==> src/rtl/dmem_arbiter.sv <==
// dmem_arbiter: shares one data memory between two requesters.
// Round-robin grant, latched request fields, wr/rd strobe sequencing,
// bounded wait for read status, and sign/zero extension of load data.
// Misaligned and illegal-mode accesses are answered with an error and
// never reach the memory.
module dmem_arbiter #(
  parameter int WIDTH   = 32,
  parameter int TIMEOUT = 8
) (
  input  logic             i_clk,
  input  logic             i_rst,
  // requester 0: pipeline load/store stage
  input  logic             i_req0_valid,
  input  logic             i_req0_we,
  input  logic [WIDTH-1:0] i_req0_addr,
  input  logic [WIDTH-1:0] i_req0_wdata,
  input  logic [1:0]       i_req0_mode,
  input  logic             i_req0_signed,
  output logic             o_req0_ack,
  output logic             o_req0_done,
  output logic             o_req0_err,
  output logic [WIDTH-1:0] o_req0_rdata,
  // requester 1: debug/DMA port
  input  logic             i_req1_valid,
  input  logic             i_req1_we,
  input  logic [WIDTH-1:0] i_req1_addr,
  input  logic [WIDTH-1:0] i_req1_wdata,
  input  logic [1:0]       i_req1_mode,
  input  logic             i_req1_signed,
  output logic             o_req1_ack,
  output logic             o_req1_done,
  output logic             o_req1_err,
  output logic [WIDTH-1:0] o_req1_rdata,
  // data memory side
  output logic [WIDTH-1:0] o_mem_add,
  output logic [WIDTH-1:0] o_mem_wdata,
  input  logic [WIDTH-1:0] i_mem_rdata,
  output logic             o_mem_wr,
  output logic             o_mem_rd,
  input  logic             i_mem_rd_st,
  output logic [1:0]       o_mem_mode
);

  localparam int CW = $clog2(TIMEOUT + 1);

  typedef enum logic [2:0] {
    S_IDLE,
    S_SETUP,
    S_STROBE,
    S_WAIT,
    S_RESP
  } state_t;

  // Everything about one access that must be frozen at grant time.
  typedef struct packed {
    logic             we;
    logic [WIDTH-1:0] addr;
    logic [WIDTH-1:0] wdata;
    logic [1:0]       mode;
    logic             sgn;
  } req_t;

  state_t     r_state;
  state_t     w_next;
  req_t       r_req;
  req_t       w_req0;
  req_t       w_req1;
  req_t       w_req_sel;
  logic       r_last_grant;
  logic       r_grant;
  logic       r_err;
  logic [CW-1:0]    r_cnt;
  logic [WIDTH-1:0] r_rdata0;
  logic [WIDTH-1:0] r_rdata1;

  logic             w_any_valid;
  logic             w_pick;
  logic             w_misaligned;
  logic [CW-1:0]    w_cnt_inc;
  logic             w_timeout;
  logic             w_enter_resp;
  logic             w_resp_err;
  logic [WIDTH-1:0] w_resp_data;

  // Extend the right-justified memory data according to access size.
  function automatic logic [WIDTH-1:0] f_extend(input logic [WIDTH-1:0] d,
                                                input logic [1:0]       mode,
                                                input logic             sgn);
    logic [WIDTH-1:0] res;
    case (mode)
      2'd2:    res = {{(WIDTH-8){sgn & d[7]}}, d[7:0]};
      2'd1:    res = {{(WIDTH-16){sgn & d[15]}}, d[15:0]};
      default: res = d;
    endcase
    return res;
  endfunction

  assign w_req0 = '{we: i_req0_we, addr: i_req0_addr, wdata: i_req0_wdata,
                    mode: i_req0_mode, sgn: i_req0_signed};
  assign w_req1 = '{we: i_req1_we, addr: i_req1_addr, wdata: i_req1_wdata,
                    mode: i_req1_mode, sgn: i_req1_signed};

  // Round-robin choice: on contention the requester not served last wins.
  always_comb begin
    w_any_valid = i_req0_valid | i_req1_valid;
    if (i_req0_valid && i_req1_valid) begin
      w_pick = ~r_last_grant;
    end else begin
      w_pick = i_req1_valid;
    end
    w_req_sel = w_pick ? w_req1 : w_req0;
  end

  // Alignment and mode legality of the latched access.
  always_comb begin
    case (r_req.mode)
      2'd0:    w_misaligned = (r_req.addr[1:0] != 2'b00);
      2'd1:    w_misaligned = r_req.addr[0];
      2'd2:    w_misaligned = 1'b0;
      default: w_misaligned = 1'b1;
    endcase
  end

  assign w_cnt_inc = r_cnt + CW'(1);
  assign w_timeout = (w_cnt_inc == CW'(TIMEOUT));

  // Next-state logic of the access sequencer.
  always_comb begin
    // NOTE: default assigned first so every path drives w_next and no latch is inferred.
    w_next = r_state;
    case (r_state)
      S_IDLE:   if (w_any_valid) w_next = S_SETUP;
      S_SETUP:  w_next = w_misaligned ? S_RESP : S_STROBE;
      S_STROBE: w_next = r_req.we ? S_RESP : S_WAIT;
      S_WAIT:   if (i_mem_rd_st || w_timeout) w_next = S_RESP;
      S_RESP:   w_next = S_IDLE;
      default:  w_next = S_IDLE;
    endcase
  end

  // Response contents, decided on the edge that enters RESP: only a load
  // that saw read status returns data; rejects, timeouts and stores return 0.
  always_comb begin
    w_enter_resp = (w_next == S_RESP) && (r_state != S_RESP);
    w_resp_err   = (r_state == S_SETUP) || ((r_state == S_WAIT) && !i_mem_rd_st);
    w_resp_data  = '0;
    if ((r_state == S_WAIT) && i_mem_rd_st) begin
      w_resp_data = f_extend(i_mem_rdata, r_req.mode, r_req.sgn);
    end
  end

  // State register, request latches, wait counter and per-requester results.
  always_ff @(posedge i_clk) begin
    // NOTE: reset is synchronous, so it only takes effect on a rising clk edge.
    if (i_rst) begin
      r_state      <= S_IDLE;
      r_req        <= '0;
      r_last_grant <= 1'b1;
      r_grant      <= 1'b0;
      r_err        <= 1'b0;
      r_cnt        <= '0;
      r_rdata0     <= '0;
      r_rdata1     <= '0;
    end else begin
      // NOTE: non-blocking assignments so every register samples pre-edge values.
      r_state <= w_next;
      case (r_state)
        S_IDLE: begin
          if (w_any_valid) begin
            r_grant      <= w_pick;
            r_last_grant <= w_pick;
            r_req        <= w_req_sel;
            r_err        <= 1'b0;
            r_cnt        <= '0;
          end
        end
        S_WAIT: begin
          if (!i_mem_rd_st) r_cnt <= w_cnt_inc;
        end
        S_RESP: begin
          r_cnt <= '0;
        end
        default: ;
      endcase
      if (w_enter_resp) begin
        r_err <= w_resp_err;
        if (r_grant) begin
          r_rdata1 <= w_resp_data;
        end else begin
          r_rdata0 <= w_resp_data;
        end
      end
    end
  end

  // Requester handshakes are decoded from the state and the latched grant.
  always_comb begin
    o_req0_ack   = (r_state == S_SETUP) && !r_grant;
    o_req1_ack   = (r_state == S_SETUP) &&  r_grant;
    o_req0_done  = (r_state == S_RESP)  && !r_grant;
    o_req1_done  = (r_state == S_RESP)  &&  r_grant;
    o_req0_err   = o_req0_done && r_err;
    o_req1_err   = o_req1_done && r_err;
    o_req0_rdata = r_rdata0;
    o_req1_rdata = r_rdata1;
  end

  // Memory side: address/data/mode presented while an access is in flight,
  // strobes only in STROBE (write) or STROBE+WAIT (read).
  always_comb begin
    o_mem_add   = '0;
    o_mem_wdata = '0;
    o_mem_mode  = '0;
    if (r_state != S_IDLE) begin
      o_mem_add   = r_req.addr;
      o_mem_wdata = r_req.wdata;
      o_mem_mode  = r_req.mode;
    end
    o_mem_wr = (r_state == S_STROBE) && r_req.we;
    o_mem_rd = ((r_state == S_STROBE) || (r_state == S_WAIT)) && !r_req.we;
  end

endmodule

==> config.mk <==
export PLATFORM = sky130hd
export DESIGN_NAME = dmem_arbiter
export DESIGN_NICKNAME = d
export VERILOG_FILES = /design/src/rtl/dmem_arbiter.sv
export SDC_FILE = /design/constraint.sdc
export NUM_CORES = 1
export LEC_CHECK = 0
export BUFFER_PORTS_ARGS = -buffer_cell sky130_fd_sc_hd__buf_2
export CAP_MARGIN = 20
export CELL_PAD_IN_SITES_DETAIL_PLACEMENT = 1
export CELL_PAD_IN_SITES_GLOBAL_PLACEMENT = 1
export CORE_ASPECT_RATIO = 0.9
export CORE_UTILIZATION = 37
export CTS_CLUSTER_SIZE = 8
export DETAILED_ROUTE_END_ITERATION = 8
export PLACE_DENSITY = 0.87
export RECOVER_POWER = 100
export SETUP_SLACK_MARGIN = 0.1
export SYNTH_ARGS = -nofsm -noshare
export SYNTH_HDL_FRONTEND = slang
export SYNTH_SLANG_ARGS = --single-unit
==> constraint.sdc <==
create_clock -name i_clk -period 3.4 [get_ports i_clk]
set_input_delay 0.34 -clock i_clk [delete_from_list [all_inputs] [get_ports i_clk]]
set_output_delay 0.34 -clock i_clk [all_outputs]
set_load 0.02 [all_outputs]
# Yosys cells after proc, flatten, opt, wreduce, memory -nomap -nowiden
# Index checks and enable logic that the tools add are counted.
# totals
regBits,142
inputBits,173
# classes
n_mux,19
n_addsub,1
n_bitwise,5
n_reduce_logical,30
n_eq_ne,11
# op_table
cell,count
$mux 32,3
$mux 68,1
$pmux 32 s2,1
$logic_and 1x1->1,12
$mux 3,4
$pmux 3 s4,1
$pmux 4 s3,1
$mux 4,2
$reduce_and 2->1,4
$eq 3x2->1 const B,2
$eq 3x3->1 const B,2
$reduce_bool 2->1,3
$reduce_bool 3->1,2
$add 4x1->4 const B,1
$eq 4x4->1 const B,1
$mux 1,4
$ne 2x2->1 const B,2
$eq 3x1->1 const B,1
$logic_not 1->1,3
$logic_not 3->1,1
$logic_or 1x1->1,3
$ne 3x3->1 const B,1
$pmux 1 s3,1
$reduce_and 3->1,1
other kinds (7),9

# Longest topological paths before layout
# Gate-level depths: netlist of the first run.
# logic_depth
depth_word,9
mapped_depth,8
mapped_depth_nobuf,6

# Least setup slack after synthesis of the first run
# No wires, ideal clock.
# synth_path
path_kind,register to register
start,register r_req[1] (netlist name)
end,register r_rdata0[10] (netlist: o_req0_rdata[10])
setup_slack_ns,1.253
required_ns,3.279
arrival_ns,2.026
setup_ns,0.121
stages_incl_launch_ff,8
path_buffers,1
period_less_slack_ns,2.147
cell_sequence,dfxtp_1 -> inv_1 -> ha_1 -> nor3_1 -> nor4_2 -> a311oi_2 -> buf_6 -> mux2_4
# synth_via
elab_chain_cells,7
# synth_rtl
item,line_no,source
start: declaration,65,req_t r_req;
start signal: assignment,172,r_req <= w_req_sel;
$eq 2x2->1 (tied with other cells),"90, 116",
$pmux 1 s3,116,case (r_req.mode)
$mux 3,133,S_SETUP: w_next = w_misaligned ? S_RESP : S_STROBE;
$pmux 3 s4,131,case (r_state)
$eq 3x3->1,144,w_enter_resp = (w_next == S_RESP) && (r_state != S_RESP);
$logic_and 1x1->1,144,
$reduce_and 2->1 (no source line),n/a,
end signal: assignment,190,r_rdata0 <= w_resp_data;
end: declaration,73,logic [WIDTH-1:0] r_rdata0;
# Parallel ways exist; a longest one is shown, timed or not.
# A chain may end at the register's enable or synchronous reset.

# Worst setup path in the final report of the first run
# layout_path
start,register r_last_grant
end,register r_req[2] (netlist name)
# layout_via
elab_chain_cells,3
# layout_rtl
item,line_no,source
start: declaration,69,logic r_last_grant;
start signal: assignment,171,r_last_grant <= w_pick;
$not 1->1,107,w_pick = ~r_last_grant;
$mux 1,106,if (i_req0_valid && i_req1_valid) begin
$mux 68,111,w_req_sel = w_pick ? w_req1 : w_req0;
# Every way passes these cells.

==> results of run 1 <==
## per-layer routing
layer  part of all wire  wire length [um]  GRT usage  up-vias
met5                  0                 0          0        -
met4              0.021               445     0.0737        0
met3              0.055              1200     0.0521       28
met2               0.51             11100      0.413      211
met1               0.41              8980      0.259     2885
li1                   -                 -          -     3100
## state kept, by name, indices dropped and copies added, names as in the netlist
| name | flops |
|---|---|
| r_grant | 1 |
| r_err | 1 |
| r_last_grant | 1 |
| o_req1_rdata | 32 |
| r_state | 3 |
| r_cnt | 4 |
| r_req | 68 |
| o_req0_rdata | 32 |
## layout make-up
class,instances,area (um2)
well taps,240,300
clock buffers,19,443
inverters,4,15.0
flip-flops and latches,142,2840
fillers,2174,8970
repair buffers,323,1470
multi-input cells,517,3700
diodes,1,2.50
clock inverters,13,155
## logic make-up after synthesis
family / count (synthesis)
buffers and inverters: 65
multiplexers: 133
flip-flops: 142
AND/OR/NAND/NOR: 258
AO/OA/AOI/OAI: 121
adder cells (fa/ha/maj): 5
## worst min path at each step
| stage | start | endpoint | slack, ns | cells past startpoint |
|---|---|---|---|---|
| after global placement | r_err$_SDFFE_PP0P_ | r_err$_SDFFE_PP0P_ | 0.46 | 2 |
| after global routing | i_mem_rdata[4] | o_req1_rdata[4]$_SDFFE_PP0P_ | 0.21 | 3 |
| after floorplan | r_err$_SDFFE_PP0P_ | r_err$_SDFFE_PP0P_ | 0.44 | 2 |
| after CTS | i_mem_rdata[3] | o_req0_rdata[3]$_SDFFE_PP0P_ | 0.19 | 3 |
| final | i_mem_rdata[1] | o_req0_rdata[1]$_SDFFE_PP0P_ | 0.21 | 3 |
| after detailed placement | o_req1_rdata[6]$_SDFFE_PP0P_ | o_req1_rdata[6]$_SDFFE_PP0P_ | 0.47 | 2 |
## tightest hold or removal path, stage by stage
cell and delay, ns:
buf_2 0.10, nand2_1 0.07, mux2i_1 0.06
## synth_stat cells (3+ instances only)
master and number:
nor2_1 83, a22oi_1 3, nand2_1 19, mux2_2 4
clkbuf_1 29, mux2i_1 117, nor2b_1 81, buf_1 3
a21oi_1 18, dfxtp_1 142, o211ai_1 16, mux2_4 12
a211oi_1 70, buf_2 20, nand3_1 3, ha_1 5
nor3_1 6, buf_4 6, o21ai_0 3, inv_1 4
nand2b_1 50
## power by group
part | leakage, nW | internal [mW] | switching [mW] | total (mW)
clock | 0.283 | 1.12 | 0.767 | 1.88
sequential | 1.16 | 2.07 | 0.234 | 2.30
combinational | 2.40 | 0.975 | 1.97 | 2.94
## per-stage QoR
stage | hold WS, ns | instances
after floorplan | 0.441 | 724
after global placement | 0.456 | 1226
after detailed placement | 0.466 | 1226
after CTS | 0.186 | 1258
after global routing | 0.206 | 1259
final | 0.215 | 1259
==> metrics.cfg, run 1 <==
[clock_network]
cts_root_buffer=clkbuf_16
clkTransAtPathRegs_ns=0.06
cts_buffers=17
post_cts_resize_count=0
clock-sinks=142
clk_latency_ns=0.42
cts_tree=done
hold_buffers=0
ctsLongestPathBuffers=2
htreeDepth=4
post_cts_buffers=0

[yosys]
ys.flop_type=dfxtp_1
synth-simple-area-share=0.202
syn_area_um2=6880
synth-compound-area-share=0.128
avgSynthCellArea_um2=9.50
synth_top_area_frac=0.413
synth_top_family_by_area=multiplexers
yosys-top-cells-area=dfxtp_1 (41%), mux2i_1 (17%), a211oi_1 (7.6%)
async_flop_share=0
syn_inst=724
yosysTopAreaCell=dfxtp_1
synthAdderAreaFrac=0.00910
synthXorXnorAreaFrac=0
synth_cell_types=45
syn_nets=902
ys_seq_elements=142
yosysWarnings=0
synth-edff-count=0
ys_seq_area_frac=0.413
synthMuxAreaShare=0.203

[routing]
vias_per_cell=4.94
drc=0
drt_iter0_markers=162
ant_nets=0
dr.pass1.iters=4
wl_per_cell_um=17.2
drt_wl_total_mm=21.7
num_vias=6224

[cells_and_area]
synthToLayoutAreaGrowth_pct=29.8
final_common_cell=buf_2
layout_common_cells=buf_2 (171), clkbuf_1 (142), dfxtp_1 (142)
drive_gt1_frac=0.226
fin_area_um2=8930
final_core_util=0.499
final_nets=1183

[critical_path]
ff2ff_setup_slack_ns=0.49
r2r-end=r_req[2]$_SDFFE_PP0P_
cp.arrival_ns=3.17
critPathTopFamily=compound AO/OA/AOI/OAI gates
timing.rr.start=r_last_grant$_SDFFE_PP1P_
r2r_cells=4
slowest_stage=a21boi_1
critPathLaunch=r_last_grant$_SDFFE_PP1P_
worstSetupEndpointType=register
crit_required_ns=3.66
path_class=register to register
path_max_fanout=13
slowest_delay_ns=1.10
cp.depth=4
startpoint_type=register
cp-endpoint=r_req[2]$_SDFFE_PP0P_
worstPathCellList=a21boi_1 > clkbuf_1 > mux2i_1 > a211oi_1
crit_buf_inv=1

[placement]
post-place-ws_ns=0.628
io_buffers=310
dp_hpwl_mm=16.0
placed_area_um2=8610
gp_congestion=0.812

[timing]
fin_skew_ns=0.0122
drv_slew=14
rsz0062_at_grt=no
setup_slack_ns=0.495
fmax_mhz=344
setup_viol=0
worst_pin_slew_ns=1.51
post-route-period-util=0.854
period_needed_ns=2.91
hold_violations=0
fin_tns_setup_ns=0
slew_headroom=-0.00560

[pwr]
peakVddDrop_uv=555
p_total_mw=7.13
leakagePower_nw=3.84
pwr_density_cell_nw_per_um2=798

[grt]
antenna_found_initial=2
grt_pass1_wl_mm=34.3
grtUsageTotal=0.227
grt.overflow.total=0
grt_max_degree=88
grt_pass1_vias=6480

[floorplanning]
die_w_um=146
top_level_ports=311
start_util=0.384
coreArea_um2=17900
die-area_um2=19100
die_y_um=131
core.rowCount=46

[status]
violations=capacitance limit, slew limit
status=finished, violations left

[hold_path]
min_path_type=input port to register

[job]
max_cap_violations=1

(Power assumes the default switching activity.)
==> run 2: changes to the inputs <==
BUFFER_PORTS_ARGS = -buffer_cell sky130_fd_sc_hd__buf_4   (was -buffer_cell sky130_fd_sc_hd__buf_2)
CORE_UTILIZATION = 35   (was 37)
PLACE_DENSITY = 0.83   (was 0.87)
==> metrics.cfg, run 2 (same netlist as run 1, synthesis figures left out) <==
[status]
status=complete, no violations

[timing]
setup_slack_ns=0.638  ; +0.144 ns
fin_tns_setup_ns=0  ; unchanged
drv_slew=0  ; -14
period_needed_ns=2.76  ; -0.144 ns
fmax_mhz=362  ; +5.2%
worst_pin_slew_ns=1.20  ; -0.303 ns
rsz0062_at_grt=no
fin_skew_ns=0.00808  ; -0.00411 ns
slew_headroom=0.198  ; +0.204
setup_viol=0  ; unchanged
post-route-period-util=0.812  ; -0.0423
hold_violations=0  ; unchanged

[critical_path]
path_class=register to register
startpoint_type=register
path_max_fanout=18  ; +5
cp.arrival_ns=3.10  ; -0.07 ns
crit_required_ns=3.74  ; +0.08 ns
worstSetupEndpointType=register

[floorplanning]
die_y_um=135  ; +2.8%
coreArea_um2=19200  ; +7.4%
core.rowCount=48  ; +4.3%
start_util=0.358  ; -0.0264
top_level_ports=311  ; unchanged
die-area_um2=20200  ; +5.6%
die_w_um=150  ; +2.8%

[routing]
wl_per_cell_um=17.5  ; +1.7%
ant_nets=0  ; unchanged
dr.pass1.iters=4  ; unchanged
drc=0  ; unchanged
drt_iter0_markers=206  ; +27%
vias_per_cell=4.97  ; +0.53%
num_vias=6302  ; +1.3%
drt_wl_total_mm=22.2  ; +2.5%

[cells_and_area]
seqCellArea_um2=2840  ; unchanged
drive_gt1_frac=0.225  ; -0.000982
fillers=2293  ; +5.5%
layout_common_cells=buf_4 (184), dfxtp_1 (142), clkbuf_1 (140)
largest-register=r_req
multi_input_area_um2=3700  ; about the same
num_antenna_cells=0  ; -1
final_nets=1184  ; +0.085%
synthToLayoutAreaGrowth_pct=36.2
final_common_cell=buf_4
largest_reg_flops=68  ; unchanged

[job]
max_cap_violations=0  ; -1

[clock_network]
clkTransAtPathRegs_ns=0.06  ; about the same
post_cts_resize_count=0  ; unchanged
hold_buffers=0  ; unchanged
clk_latency_ns=0.42  ; about the same
cts_buffers=17  ; unchanged
cts_root_buffer=clkbuf_16
htreeDepth=4  ; unchanged
cts_tree=done
clock-sinks=142  ; unchanged
post_cts_buffers=0  ; unchanged
ctsLongestPathBuffers=2  ; unchanged

[grt]
antenna_found_initial=0  ; -2
grt_max_degree=73  ; -17%
grtUsageTotal=0.217  ; -0.0100
grt_pass1_wl_mm=33.7  ; -1.8%
grt_pass1_vias=6251  ; -3.5%
grt.overflow.total=0  ; unchanged

[placement]
post-place-ws_ns=0.789  ; +0.162 ns
io_buffers=310  ; unchanged
gp_congestion=0.805  ; -0.85%
dp_hpwl_mm=16.4  ; +2.6%

[pwr]
leakagePower_nw=4.00  ; +4.1%
pwr_density_cell_nw_per_um2=765  ; -4.2%
peakVddDrop_uv=400  ; -28%

[hold_path]
min_path_type=input port to register

[run 2: cell count changes in the layout (fill, tap and decap cells not counted), sizes merged]
cell,previous run,this run
clkinvlp,3,2
buf,178,185
inv,8,5
diode,1,0
clkbuf,164,161
[run 2: area by class of cell]
cell class / count / area share
well taps: 250 / 0.0334
clock buffers: 22 / 0.0495
flip-flops and latches: 142 / 0.303
clock inverters: 9 / 0.0119
multi-input cells: 517 / 0.395
inverters: 4 / 0.00160
repair buffers: 324 / 0.206
[run 2: metal layers]
metal	GRT usage	vias up	part of all wire
met3	0.0510	26	0.063
met1	0.262	2967	0.43
met4	0.0758	0	0.016
met2	0.375	213	0.49
li1	-	3096	-
met5	0	-	0
[run 2: critical path, cell delays in order, from the launching register on]
cell	delay, ns
dfxtp_1	0.38
inv_1	0.10
ha_1	0.22
nor3_1	0.39
nor4_1	0.15
a311oi_4	0.27
clkbuf_2	0.53
buf_4	0.40
mux2i_1	0.23
[run 2: path summary, 6_finish.rpt]
path                                                     from                             to  slack [ns]  cells past startpoint
worst max-delay path                    r_req[2]$_SDFFE_PP0P_   o_req1_rdata[4]$_SDFFE_PP0P_        0.64                      8
worst min register to register  o_req1_rdata[22]$_SDFFE_PP0P_  o_req1_rdata[22]$_SDFFE_PP0P_        0.48                      2
worst min-delay path                           i_mem_rdata[4]   o_req0_rdata[4]$_SDFFE_PP0P_        0.21                      3
worst max register to register          r_req[2]$_SDFFE_PP0P_   o_req1_rdata[4]$_SDFFE_PP0P_        0.64                      8
[run 2: metrics by stage]
step / power (mW) / area (um2) / instances / hold slack [ns] / utilization
final: 7.17 / 9370 / 1268 / 0.205 / 0.488
after global routing: 7.59 / 9370 / 1268 / 0.216 / 0.488
after CTS: 7.54 / 9970 / 1268 / 0.194 / 0.519
after detailed placement: 5.67 / 9390 / 1237 / 0.469 / 0.489
after global placement: 5.60 / 9390 / 1237 / 0.461 / 0.489
after floorplan: 4.52 / 6880 / 724 / 0.441 / -
[run 2: power by group]
part	switching [mW]	total, mW	internal (mW)
Combinational	1.99	3.02	1.03
Sequential	0.232	2.30	2.07
Clock	0.728	1.85	1.12
